[src/rtl/rot_arbiter_pkg.sv]
// Shared constants, state encoding and width helper for the
// round-robin rotate-right arbiter.
package rot_arbiter_pkg;

    localparam int DW  = 8;
    localparam int AMW = 3;

    typedef enum logic [1:0] {
        ST_IDLE = 2'd0,
        ST_ROT  = 2'd1,
        ST_DONE = 2'd2
    } state_t;

    function automatic int idw_calc(input int n);
        int w;
        w = 1;
        while ((1 << w) < n) w++;
        return w;
    endfunction

endpackage

[src/rtl/rot8_right.sv]
// Combinational 8-bit rotate-right by 0..7 positions.
module rot8_right
    import rot_arbiter_pkg::*;
(
    input  logic [DW-1:0]  a,
    input  logic [AMW-1:0] amt,
    output logic [DW-1:0]  y
);

    always_comb begin
        y = a;
        case (amt)
            3'd0: y = a;
            3'd1: y = {a[0],   a[7:1]};
            3'd2: y = {a[1:0], a[7:2]};
            3'd3: y = {a[2:0], a[7:3]};
            3'd4: y = {a[3:0], a[7:4]};
            3'd5: y = {a[4:0], a[7:5]};
            3'd6: y = {a[5:0], a[7:6]};
            3'd7: y = {a[6:0], a[7]};
            default: y = a;
        endcase
    end

endmodule

[src/rtl/rot_arbiter.sv]
// Round-robin arbiter sharing one rotate-right datapath among NREQ
// requesters; three-state sequencer with registered result and done pulse.
module rot_arbiter
    import rot_arbiter_pkg::*;
#(
    parameter int NREQ = 4,
    parameter int IDW  = idw_calc(NREQ)
) (
    input  logic                  clk,
    input  logic                  reset,
    input  logic [NREQ-1:0]       req,
    input  logic [DW*NREQ-1:0]    a_in,
    input  logic [AMW*NREQ-1:0]   amt_in,
    output logic [NREQ-1:0]       gnt,
    output logic [DW-1:0]         y,
    output logic                  done,
    output logic [IDW-1:0]        done_id,
    output logic                  busy
);

    state_t          state_q, state_d;
    logic [IDW-1:0]  ptr_q, ptr_d;
    logic [DW-1:0]   a_q, a_d;
    logic [AMW-1:0]  amt_q, amt_d;
    logic [IDW-1:0]  id_q, id_d;
    logic [NREQ-1:0] gnt_d;
    logic [DW-1:0]   y_d;
    logic            done_d;
    logic [IDW-1:0]  done_id_d;
    logic [IDW-1:0]  win;
    logic [DW-1:0]   rot_y;

    // First set request at or after ptr, wrapping modulo NREQ.
    function automatic logic [IDW-1:0] rr_pick(
        input logic [NREQ-1:0] r,
        input logic [IDW-1:0]  p
    );
        logic [IDW-1:0] w;
        logic           found;
        w     = '0;
        found = 1'b0;
        for (int i = 0; i < NREQ; i++) begin
            int idx;
            idx = (int'(p) + i) % NREQ;
            if (!found && r[idx]) begin
                w     = IDW'(idx);
                found = 1'b1;
            end
        end
        return w;
    endfunction

    rot8_right u_rot (
        .a   (a_q),
        .amt (amt_q),
        .y   (rot_y)
    );

    assign win  = rr_pick(req, ptr_q);
    assign busy = (state_q == ST_ROT) || (state_q == ST_DONE);

    always_comb begin
        state_d   = state_q;
        ptr_d     = ptr_q;
        a_d       = a_q;
        amt_d     = amt_q;
        id_d      = id_q;
        gnt_d     = gnt;
        y_d       = y;
        done_d    = 1'b0;
        done_id_d = done_id;
        case (state_q)
            ST_ROT: begin
                y_d       = rot_y;
                done_id_d = id_q;
                done_d    = 1'b1;
                state_d   = ST_DONE;
            end
            ST_DONE: begin
                gnt_d   = '0;
                ptr_d   = (id_q == IDW'(NREQ - 1)) ? '0 : id_q + IDW'(1);
                state_d = ST_IDLE;
            end
            default: begin
                // Unused encoding 2'd3 behaves as IDLE.
                if (|req) begin
                    a_d        = a_in[int'(win)*DW +: DW];
                    amt_d      = amt_in[int'(win)*AMW +: AMW];
                    id_d       = win;
                    gnt_d      = '0;
                    gnt_d[win] = 1'b1;
                    state_d    = ST_ROT;
                end
            end
        endcase
    end

    always_ff @(posedge clk) begin
        if (reset) begin
            state_q <= ST_IDLE;
            ptr_q   <= '0;
            a_q     <= '0;
            amt_q   <= '0;
            id_q    <= '0;
            gnt     <= '0;
            y       <= '0;
            done    <= 1'b0;
            done_id <= '0;
        end else begin
            state_q <= state_d;
            ptr_q   <= ptr_d;
            a_q     <= a_d;
            amt_q   <= amt_d;
            id_q    <= id_d;
            gnt     <= gnt_d;
            y       <= y_d;
            done    <= done_d;
            done_id <= done_id_d;
        end
    end

endmodule

[config.mk]
export PLATFORM = sky130hd
export DESIGN_NAME = rot_arbiter
export DESIGN_NICKNAME = d
export VERILOG_FILES = /design/src/rtl/rot_arbiter_pkg.sv /design/src/rtl/rot8_right.sv /design/src/rtl/rot_arbiter.sv
export SDC_FILE = /design/constraint.sdc
export NUM_CORES = 1
export LEC_CHECK = 0
export ABC_AREA = 1
export CORE_ASPECT_RATIO = 1.25
export CORE_UTILIZATION = 56
export CTS_BUF_LIST = sky130_fd_sc_hd__clkbuf_16
export CTS_CLUSTER_SIZE = 10
export DETAILED_ROUTE_END_ITERATION = 12
export DONT_BUFFER_PORTS = 1
export GPL_TIMING_DRIVEN = 0
export PLACE_DENSITY_LB_ADDON = 0.25
export SYNTH_ARGS = -nofsm -noshare
export SYNTH_HDL_FRONTEND = slang
export SYNTH_HIERARCHICAL = 1
export SYNTH_SLANG_ARGS = --single-unit
[constraint.sdc]
create_clock -name clk -period 1.6 [get_ports clk]
set_input_delay 0.08 -clock clk [delete_from_list [all_inputs] [get_ports clk]]
set_output_delay 0.08 -clock clk [all_outputs]
set_load 0.1 [all_outputs]
=== Word-level counts from Yosys, hierarchy flattened ===
Cells that the tools add are included.

* Logic and storage cells: 82
* Bits in registers: 32

* Equality and inequality tests: 10
* Multiply operators: 1
* Shift-type cells: 2
* $add $sub $neg: 4
* Mux-type cells: 27
* Bitwise gates (word level): 5
* Order comparisons: 6
* Reduce and logical (&&, ||, !) cells: 18

{| class="wikitable"
|+ Operators with widths
! cell !! number
|-
| case mux 8 bit (8 select lines) || 1
|-
| indexed part select 32 x 6 -> 8 bit || 1
|-
| equality test 3 bit (second input constant) || 4
|-
| less-than comparator 3 x 4 -> 1 bit (second input constant) || 3
|-
| two-way mux 1 bit || 12
|-
| two-way mux 2 bit || 6
|-
| indexed part select 12 x 5 -> 3 bit || 1
|-
| binary-select mux 1 bit (select 2 bit) || 4
|-
| case mux 4 bit (2 select lines) || 1
|-
| OR reduction 2 bit || 4
|-
| equality test 3 x 2 -> 1 bit (second input constant) || 2
|-
| less-than comparator 2 x 3 -> 1 bit (second input constant) || 2
|-
| adder 2 x 1 -> 2 bit (second input constant) || 2
|-
| adder 2 bit (second input constant) || 2
|-
| equality test 2 bit (second input constant) || 2
|-
| logical AND 1 bit || 4
|-
| multiplier 2 x 2 -> 4 bit (second input constant) || 1
|-
| two-way mux 4 bit || 1
|-
| case mux 2 bit (2 select lines) || 1
|-
| AND reduction 2 bit || 2
|-
| OR reduction 4 bit || 1
|-
| bitwise AND 1 bit (first input constant) || 3
|-
| equality test 3 x 1 -> 1 bit (second input constant) || 1
|-
| logical NOT 1 bit || 3
|-
| 8 further kinds || 9
|}

=== Longest topological paths before layout ===
Gate-level depths: netlist of run 1.

* Word-level depth: 20
* Gate-level depth with buffers: 16

=== By module ===
Netlist of run 1, hierarchy kept.

{| class="wikitable"
|+ By module, submodules not included
! module !! cells each !! instances !! sequential area each (sq um) !! area an instance (sq um)
|-
| rot_arbiter || 292 || 1 || 640.6 || 1949.4
|-
| rot8_right || 146 || 1 || 0.0 || 743.2
|}

=== Worst setup path after synthesis of run 1 ===
Ideal clock, no wire load.

* Path kind: register -> register
* From: register state_q[0]
* To: register amt_q[0]
* Data required time: 1.483 ns
* Path buffers: 1
* Stages on the path, launching flop included: 8
* Data arrival time: 1.929 ns
* Slack: -0.446 ns
* Setup time: 0.117 ns
* Path through: dfxtp_1 inv_1 ha_1 inv_1 nor2_1 clkbuf_1 o21ai_0 nor2_1

* Word-level cells in the longest chain between the ends: 4
* Elaborated cells on any way between the ends: 5
* Those cells by class: eq/ne: 2; bitwise: 1; reduce/logical: 2

{| class="wikitable"
|+ RTL lines
! element !! RTL line !! source
|-
| from (decl) || rot_arbiter.sv:21 || <nowiki>state_t state_q, state_d;</nowiki>
|-
| from (signal assigned) || rot_arbiter.sv:110 || <nowiki>state_q <= state_d;</nowiki>
|-
| equality test 2 x 1 -> 1 bit / equality test 2 bit (equally long branches) || rot_arbiter.sv:72 || <nowiki>case (state_q)</nowiki>
|-
| OR reduction 2 bit (no source line) * || -- ||
|-
| NOT 1 bit (no source line) * || -- ||
|-
| AND reduction 2 bit (no source line) * || -- ||
|-
| to (signal assigned) || rot_arbiter.sv:113 || <nowiki>amt_q <= amt_d;</nowiki>
|-
| to (decl) || rot_arbiter.sv:24 || <nowiki>logic [AMW-1:0] amt_q, amt_d;</nowiki>
|}

Mark *: on every way between the ends. The rest lies on a longest branch, timed or not.
A chain may end at the register's enable or synchronous reset.

=== Worst setup path in the final report of run 1 ===
* From: register state_q[0]
* To: register id_q[0]

* Word-level cells in the longest chain between the ends: 4
* Elaborated cells on any way between the ends: 5
* Those cells by class: eq/ne: 2; bitwise: 1; reduce/logical: 2

{| class="wikitable"
|+ RTL lines
! element !! RTL line !! source
|-
| equality test 2 x 1 -> 1 bit / equality test 2 bit (equally long branches) || rot_arbiter.sv:72 ||
|-
| OR reduction 2 bit (no source line) * || -- ||
|-
| NOT 1 bit (no source line) * || -- ||
|-
| AND reduction 2 bit (no source line) * || -- ||
|-
| to (signal assigned) || rot_arbiter.sv:114 || <nowiki>id_q <= id_d;</nowiki>
|-
| to (decl) || rot_arbiter.sv:25 || <nowiki>logic [IDW-1:0] id_q, id_d;</nowiki>
|}

Marks and branches as above.

==> flow_summary.yaml, run 1 <==
outcome:
  outcome: "finished, violations left"
  violations: "negative setup slack"
drt:
  routed_via_density: 6.26
  detailedRoute.firstPassIterationCount: 5
  detailedRoute.firstIterationViolations: 402
  post_drt_wl_per_cell_um: 17.4
  antenna_violating_nets_post_route: 0
  postRouteWirelength_mm: 9.16
  detailroute.via_count: 3291
  drc: 0
clock_network:
  cts_sinks: 32
  insertion_delay_ns: 0.28
  cts-buffers-inserted: 5
  clock_tree.root_cell: "sky130_fd_sc_hd__clkbuf_16"
  clkSlewWorstSetupHoldPaths_ns: 0.06
  cts_buffer_depth: 2
  cts_max_level: 2
  clock_tree_from_tritoncts: "yes"
floorplanning:
  floorplan.die.height_um: 79.5
  floorplan.die_area_mm2: 0.00509
  core.rowCount: 27
  floorplan.io_pins: 66
  die_width_um: 64.0
  start_util_pct: 59.5
  area_inside_the_core_boundary_mm2: 0.00453
yosys:
  synth_area_per_cell_um2: 6.15
  synth_fp_nets: 491
  synth_seq_cells: 32
  yosys.area.top_type_share_pct: 23.8
  synthesis.instances: 438
  synth-simple-area-share_pct: 52.9
  complex_gate_fraction_of_the_synthesized_area_pct: 8.50
  synthXorXnorAreaFrac_pct: 0
  yosys.cell_types.count: 29
  yosys_warnings: 6
  cell_area_after_synthesis_mm2: 0.00269
  synth_mux_area_share_pct: 0
  yosys.area.top_type: "sky130_fd_sc_hd__dfxtp_1"
  yosys-top-cells-area: "sky130_fd_sc_hd__dfxtp_1 24%, sky130_fd_sc_hd__nand2_1 13%, sky130_fd_sc_hd__nand3_1 11%"
  yosysSeqAreaShare_pct: 23.8
  yosys.area_share.adder_pct: 1.39
  synth_top_family_by_area: "simple AND/OR/NAND/NOR gates"
sta:
  timing.final.ws_setup_ns: -0.399
  setup_total_negative_slack_ns: -5.19
  timing_limited_maximum_frequency_mhz: 500
  worst-slew-pin-transition_ns: 1.03
  grt_setup_unrepaired: "true"
  timing.slew.headroom_pct: 30.9
  final_period_demand_of_the_worst_path_ns: 2.00
  fin_skew_ns: 0.00840
  finalHoldViolCount: 0
  final_count_of_negative_setup_slack_endpoints: 18
  timing.final.crit_share_pct: 125
  final-max-slew-violation-count: 0
place:
  port_buffers: 0
  preCtsSetupSlack_ns: -0.384
  dpl-instance-area_mm2: 0.00280
  final_wtd_congestion: 0.919
  numPlacedInstances: 496
  dpl.hpwl_mm: 5.49
worst_setup_path:
  critical-path-top-cell-by-count: "sky130_fd_sc_hd__inv_1"
  kind_of_capture_point_of_the_worst_setup_path: "flip-flop"
  crit_path_top_delay_cell: "sky130_fd_sc_hd__clkinvlp_4"
  cp_slowest_stage_delay_ns: 0.44
  timing_worst_setup_path_type: "flip-flop to flip-flop"
  worstPathMaxFanout: 5
  crit_chain: "inv_2 -> ha_4 -> clkinvlp_4 -> nor2_4 -> buf_6 -> inv_1 -> a21oi_1 -> o21ai_1 -> inv_1"
  critPathRequiredTime_ns: 1.83
  critical_path.startpoint_type: "flip-flop"
  worstPathArrival_ns: 2.23
pwr:
  power.share.clock_pct: 18.5
  static-leakage-power_uw: 0.00157
  share_comb_of_total_power_pct: 53.6
  power.ir.vdd_worst_v: 0.000948
  power_switching_share_pct: 51.4
  share_seq_of_total_power_pct: 28.0
  total_internal_power_uw: 2880
  power_switching_uw: 3040
  power_density_over_cell_area_mw_per_mm2: 1740
global_route:
  global_route.overflow_total: 0
  grt_max_degree: 12
  first_global_vias: 2910
  grtUsageTotal_pct: 32.4
  first_pass_grt_wire_length_mm: 13.0
  grt_antenna_before_repair: 0
finish:
  nFillCells: 347
  layout-area-overhead-vs-synth_pct: 26.4
  layout_cells_excl_fill: 526
  cell_area_after_layout_mm2: 0.00340
  finish.net_count: 520
  layout.cells.most_common_list: "73 x sky130_fd_sc_hd__nand2_1, 59 x sky130_fd_sc_hd__nor2_1, 55 x sky130_fd_sc_hd__nand3_1"
  drive_gt1_share_pct: 27.8
  diodes: 0
  layout.cells.most_common: "sky130_fd_sc_hd__nand2_1"
run:
  max-cap-violations: 0
worst_hold_path:
  timing.hold.worst.class: "input port to flip-flop"
==> stage by stage <==
stage          utilization, %  total power, µW  hold slack, ns
2_1_floorplan               -             3600           0.284
3_3_place_gp             61.9             4080           0.294
3_5_place_dp             61.9             4130           0.302
4_1_cts                  71.8             5550          0.0204
5_1_grt                  75.2             6190          0.0424
6_report                 75.2             5920          0.0255
==> final timing paths <==
kind | from | end | slack, ns | cells past startpoint
setup / recovery | state_q[0] | id_q[0] | -0.40 | 9
hold reg to reg | a_q[4] | a_q[4] | 0.51 | 2
hold / removal | amt_in[8] | amt_q[2] | 0.03 | 4
setup reg to reg | state_q[0] | id_q[0] | -0.40 | 9
==> worst max-delay path: cells and delay by family, from the launching register on <==
kind                     cells  cell delay (ns)
AND/OR/NAND/NOR              1             0.22
flip-flops                   1             0.33
AO/OA/AOI/OAI                2             0.30
adder cells (fa/ha/maj)      1             0.27
buffers and inverters        5             0.82
==> registers in the layout (all words and copies together), names as in the netlist <==
| name | cells |
|---|---|
| state_q | 2 |
| done_id | 2 |
| id_q | 2 |
| y | 8 |
| a_q | 8 |
| done | 1 |
| amt_q | 3 |
| gnt | 4 |
| ptr_q | 2 |
==> cell type report <==
| cell class | count | area (µm²) | area share, % |
|---|---|---|---|
| Buffer | 34 | 265 | 7.79 |
| Timing Repair Buffer | 22 | 200 | 5.88 |
| Clock inverter | 3 | 42.5 | 1.25 |
| Tap cell | 58 | 72.6 | 2.13 |
| Clock buffer | 5 | 125 | 3.68 |
| Multi-Input combinational cell | 339 | 1910 | 56.2 |
| Inverter | 33 | 140 | 4.12 |
| Sequential cell | 32 | 647 | 19.0 |
==> power by group through the flow <==
stage	registers [µW]	logic, µW	clock network [µW]
finish	1660	3170	1090
global route	1680	3390	1130
CTS	1660	2810	1080
detailed placement	1670	2470	0
global placement	1660	2420	0
floorplan	1630	1980	0
==> cells in the mapped netlist, drive strengths merged <==
cell type	n
o211a	1
nor3	1
a31oi	1
nand3	65
nand4	49
a21oi	10
nor4	1
clkbuf	15
inv	33
dfxtp	32
ha	3
nand2	103
buf	20
o21ai	31
nor2	73
==> routing by layer <==
layer / routed length [µm] / global-route usage [%] / share of wire, %
met4: 378 / 10.7 / 4.1
met1: 3470 / 36.1 / 38
met3: 640 / 6.29 / 7.0
met5: 0 / 0 / 0
met2: 4670 / 60.5 / 51
==> timing repair <==
action,in CTS,in global routing
pin swaps,21,19
buffers inserted,16,3
gates resized for setup,45,36
hold buffers,0,0
gates cloned,2,2
setup endpoints to repair,19,19
==> kinds of logic after synthesis <==
| kind of cell | Yosys count |
|---|---|
| AND/OR/NAND/NOR | 292 |
| buffers and inverters | 68 |
| adder cells (fa/ha/maj) | 3 |
| flip-flops | 32 |
| AO/OA/AOI/OAI | 43 |
(Power assumes the default switching activity.)
==> inputs of run 2 (changes only) <==
--- a/config.mk
+++ b/config.mk
@@ -13,6 +13,7 @@
 export DETAILED_ROUTE_END_ITERATION = 12
 export DONT_BUFFER_PORTS = 1
 export GPL_TIMING_DRIVEN = 0
+export HOLD_SLACK_MARGIN = 0.12
 export PLACE_DENSITY_LB_ADDON = 0.25
 export SYNTH_ARGS = -nofsm -noshare
 export SYNTH_HDL_FRONTEND = slang
==> run 2 against run 1 <==
  * The flow now stops in global routing
  * Synthesized cell count unchanged
  * Synthesized area is the same
==> flow_summary.yaml, run 2 <==
clock_network:
  cts_max_level: 2
  cts_sinks: 32
  clock_tree.root_cell: "sky130_fd_sc_hd__clkbuf_16"
  cts_buffer_depth: 2
  cts-buffers-inserted: 5
yosys:
  yosysSeqAreaShare_pct: 23.8
  yosys.cell_types.count: 29
  yosys_most_used_dff: "sky130_fd_sc_hd__dfxtp_1"
  netlist_top_cells_count: "95 x sky130_fd_sc_hd__nand2_1, 66 x sky130_fd_sc_hd__nor2_1, 60 x sky130_fd_sc_hd__nand3_1"
  yosys.area.top_type_share_pct: 23.8
  synthesis.instances: 438
  yosysMostFrequentCell: "sky130_fd_sc_hd__nand2_1"
  yosys.area.top_type: "sky130_fd_sc_hd__dfxtp_1"
  synth_seq_cells: 32
  cell_area_after_synthesis_mm2: 0.00269
  synth_enable_flop_cells: 0
  yosys-top-cells-area: "sky130_fd_sc_hd__dfxtp_1 24%, sky130_fd_sc_hd__nand2_1 13%, sky130_fd_sc_hd__nand3_1 11%"
  synth_area_per_cell_um2: 6.15
  synth_fp_nets: 491
  async_flop_share_pct: 0
  yosys_warnings: 6
place:
  final_wtd_congestion: 0.919
  port_buffers: 0
  dpl-instance-area_mm2: 0.00280
  numPlacedInstances: 496
  dpl.hpwl_mm: 5.49
floorplanning:
  start_util_pct: 59.5
  core.rowCount: 27
  die_width_um: 64.0
  floorplan.die.height_um: 79.5
  floorplan.io_pins: 66
global_route:
  global_route.overflow_total: 5
  grt_antenna_before_repair: 2
  grt_max_degree: 12
  grtUsageTotal_pct: 67.8
outcome:
  outcome: "stopped before the end"
  error_message: "[ERROR GRT-0232] Routing congestion too high. Check the congestion heatmap in the GUI."
  haltStage: "global routing"
sta:
  grt_worst_setup_endpoint: "id_q[0]$_SDFFE_PP0P_/D"
  worst_endpoint_kind: "register input"
[run 2: cell counts after synthesis]
Identical to the previous run, type by type.
[run 2: cells by family after synthesis]
| family | share of synthesized area (%) |
|---|---|
| fa+ha+maj | 1.39 |
| buf+inv | 13.4 |
| simple gates | 52.9 |
| compound gates | 8.50 |
| flops | 23.8 |
[run 2: metal layers]
layer	GRT overflow	global-route usage, %
met4	3	69.3
met1	0	67.8
met3	0	44.3
met2	2	89.7
met5	0	12.5
[run 2: through the flow]
step / setup slack, ns / util (%) / setup TNS [ns] / hold WS [ns]
3_5_place_dp: -0.384 / 61.9 / -5.31 / 0.302
3_3_place_gp: -0.350 / 61.9 / -4.73 / 0.294
2_1_floorplan: -0.194 / - / -2.32 / 0.284
4_1_cts: -0.361 / 78.9 / -4.81 / 0.120
[run 2: repair_timing]
action | 4_1_cts
pin swaps | 21
setup buffers | 16
hold buffers | 32
resized for setup | 45
setup endpoints to repair | 19
hold endpoints to repair | 12
cloned | 2
==> inputs of run 3 (changes only) <==
--- a/config.mk
+++ b/config.mk
@@ -6,15 +6,11 @@
 export NUM_CORES = 1
 export LEC_CHECK = 0
 export ABC_AREA = 1
-export CORE_ASPECT_RATIO = 1.25
-export CORE_UTILIZATION = 56
-export CTS_BUF_LIST = sky130_fd_sc_hd__clkbuf_16
-export CTS_CLUSTER_SIZE = 10
+export CORE_UTILIZATION = 40
 export DETAILED_ROUTE_END_ITERATION = 12
 export DONT_BUFFER_PORTS = 1
 export GPL_TIMING_DRIVEN = 0
-export HOLD_SLACK_MARGIN = 0.12
-export PLACE_DENSITY_LB_ADDON = 0.25
+export PLACE_DENSITY_LB_ADDON = 0.15
 export SYNTH_ARGS = -nofsm -noshare
 export SYNTH_HDL_FRONTEND = slang
 export SYNTH_HIERARCHICAL = 1
==> constraint.sdc (replaced) <==
create_clock -name clk -period 2.08 [get_ports clk]
set_input_delay 0.104 -clock clk [delete_from_list [all_inputs] [get_ports clk]]
set_output_delay 0.104 -clock clk [all_outputs]
set_load 0.1 [all_outputs]
==> run 3 against run 2 <==
  * The flow now finishes, with violations (design-rule violations)
==> flow_summary.yaml, run 3 (synthesis gave the netlist of run 1 again) <==
drt:
  post_drt_wl_per_cell_um: 14.8
  antenna_violating_nets_post_route: 0
  detailroute.via_count: 2913
  postRouteWirelength_mm: 7.81
  drc: 4
  detailedRoute.firstPassIterationCount: 8
  routed_via_density: 5.52
  detailedRoute.firstIterationViolations: 207
global_route:
  grt_antenna_before_repair: 0
  first_global_vias: 2755
  grtUsageTotal_pct: 22.6
  first_pass_grt_wire_length_mm: 13.2
  global_route.overflow_total: 0
  grt_max_degree: 11
worst_hold_path:
  timing.hold.worst.class: "input port to flip-flop"
clock_network:
  holdBufCountCts: 0
  insertion_delay_ns: 0.28
  clkSlewWorstSetupHoldPaths_ns: 0.07
  cts_max_level: 2
  cts_sinks: 32
  cts-buffers-inserted: 5
  cts_buffer_depth: 2
  clock_tree_from_tritoncts: "yes"
  clock_tree.root_cell: "sky130_fd_sc_hd__clkbuf_8"
sta:
  final_count_of_negative_setup_slack_endpoints: 0
  grt_setup_unrepaired: "true"
  final-max-slew-violation-count: 0
  timing_limited_maximum_frequency_mhz: 505
  fin_skew_ns: 0.00862
  worst_hold_slack_ns: 0.0508
  timing.final.crit_share_pct: 95.2
  worst-slew-pin-transition_ns: 0.997
  timing.final.ws_setup_ns: 0.101
  finalHoldViolCount: 0
  final_period_demand_of_the_worst_path_ns: 1.98
  timing.slew.headroom_pct: 33.5
pwr:
  power_switching_share_pct: 53.5
  static-leakage-power_uw: 0.00139
  power_density_over_cell_area_mw_per_mm2: 1300
  power_switching_uw: 2080
  power.ir.vdd_worst_v: 0.000703
  power.share.clock_pct: 14.9
  total_internal_power_uw: 1810
  share_comb_of_total_power_pct: 52.5
  share_seq_of_total_power_pct: 32.7
worst_setup_path:
  cp_slowest_stage_delay_ns: 0.45
  rrSetupSlack_ns: 0.10
  r2r_start: "state_q[0]"
  rr_endpoint: "a_q[5]"
  crit_path_from: "state_q[0]"
  timing_worst_setup_path_type: "flip-flop to flip-flop"
  reg2reg_depth: 8
  critical-path-top-cell-by-count: "sky130_fd_sc_hd__nor2_1"
  critPathCapture: "a_q[5]"
  critPathRequiredTime_ns: 2.25
  kind_of_capture_point_of_the_worst_setup_path: "flip-flop"
  crit_path_top_delay_cell: "sky130_fd_sc_hd__clkinvlp_4"
  crit_chain: "inv_1 -> ha_4 -> clkinvlp_4 -> nor2_4 -> buf_8 -> nand2_1 -> nor2_1 -> nor2_1"
  worstPathArrival_ns: 2.15
  worstPathMaxFanout: 10
  critical_path.startpoint_type: "flip-flop"
floorplanning:
  floorplan.die.height_um: 84.0
  die_width_um: 84.0
  floorplan.io_pins: 66
  start_util_pct: 41.9
  area_inside_the_core_boundary_mm2: 0.00642
  floorplan.die_area_mm2: 0.00706
  core.rowCount: 29
outcome:
  outcome: "finished, violations left"
  violations: "design-rule violations"
place:
  preCtsSetupSlack_ns: -0.260
  dpl.hpwl_mm: 5.76
  port_buffers: 0
  final_wtd_congestion: 0.882
finish:
  diodes: 0
  top_regs: "a_q: 8 flops, y: 8 flops, gnt: 4 flops"
  finish.net_count: 503
  drive_gt1_share_pct: 16.2
  layout.cells.most_common: "sky130_fd_sc_hd__nand2_1"
  layout-area-overhead-vs-synth_pct: 11.1
  layout.cells.most_common_list: "92 x sky130_fd_sc_hd__nand2_1, 64 x sky130_fd_sc_hd__nor2_1, 60 x sky130_fd_sc_hd__nand3_1"
run:
  max-cap-violations: 0
[run 3: worst min-delay path by stage]
stage,depth (start not counted),startpoint,slack [ns],end
after global placement,4,a_in[6],0.33,a_q[6]
after CTS,4,amt_in[0],0.05,amt_q[0]
after detailed placement,4,amt_in[0],0.33,amt_q[0]
after global routing,4,a_in[18],0.07,a_q[2]
after floorplan,4,a_in[5],0.31,a_q[5]
final,4,a_in[18],0.05,a_q[2]
[run 3: area by class of cell]
class,instances,area (µm²)
timing repair buffer,5,37.5
tap,77,96.3
buffer,35,249
clock buffer,6,72.6
multi-input combinational,338,1720
sequential,32,643
clock inverter,2,35.0
inverter,33,135
fill,690,3430
[run 3: what timing repair did]
item / CTS / global route
setup buffers: 1 / 4
resized for setup: 7 / 14
endpoints found under the setup margin: 13 / 11
pin swaps: 1 / 2
[run 3: per-stage QoR]
step	utilization [%]	cell area, µm²	TNS (ns)	cells	power [µW]
after floorplan	-	2690	0	438	2740
after global placement	43.4	2790	-2.58	515	3150
after detailed placement	43.4	2790	-2.63	515	3170
after CTS	45.6	2930	0	524	3800
after global routing	46.6	2990	-0.0126	528	4170
final	46.6	2990	0	528	3880
[run 3: power by group through the flow]
stage / clock network, µW / logic [µW] / registers (µW)
after floorplan: 0 / 1490 / 1250
after global placement: 0 / 1880 / 1270
after detailed placement: 0 / 1900 / 1280
after CTS: 592 / 1940 / 1270
after global routing: 623 / 2250 / 1290
final: 578 / 2040 / 1270
[run 3: critical path, delay by kind of cell (launching register included)]
kind | cells | cell delay, ns
fa+ha+maj | 1 | 0.28
buf+inv | 3 | 0.68
flops | 1 | 0.34
simple gates | 4 | 0.57
[run 3: per-layer routing]
metal  part of all wire [%]  GRT usage [%]
met2                     46           36.7
met4                    1.3           4.39
met5                      0              0
met1                     47           30.5
met3                    6.1           5.44
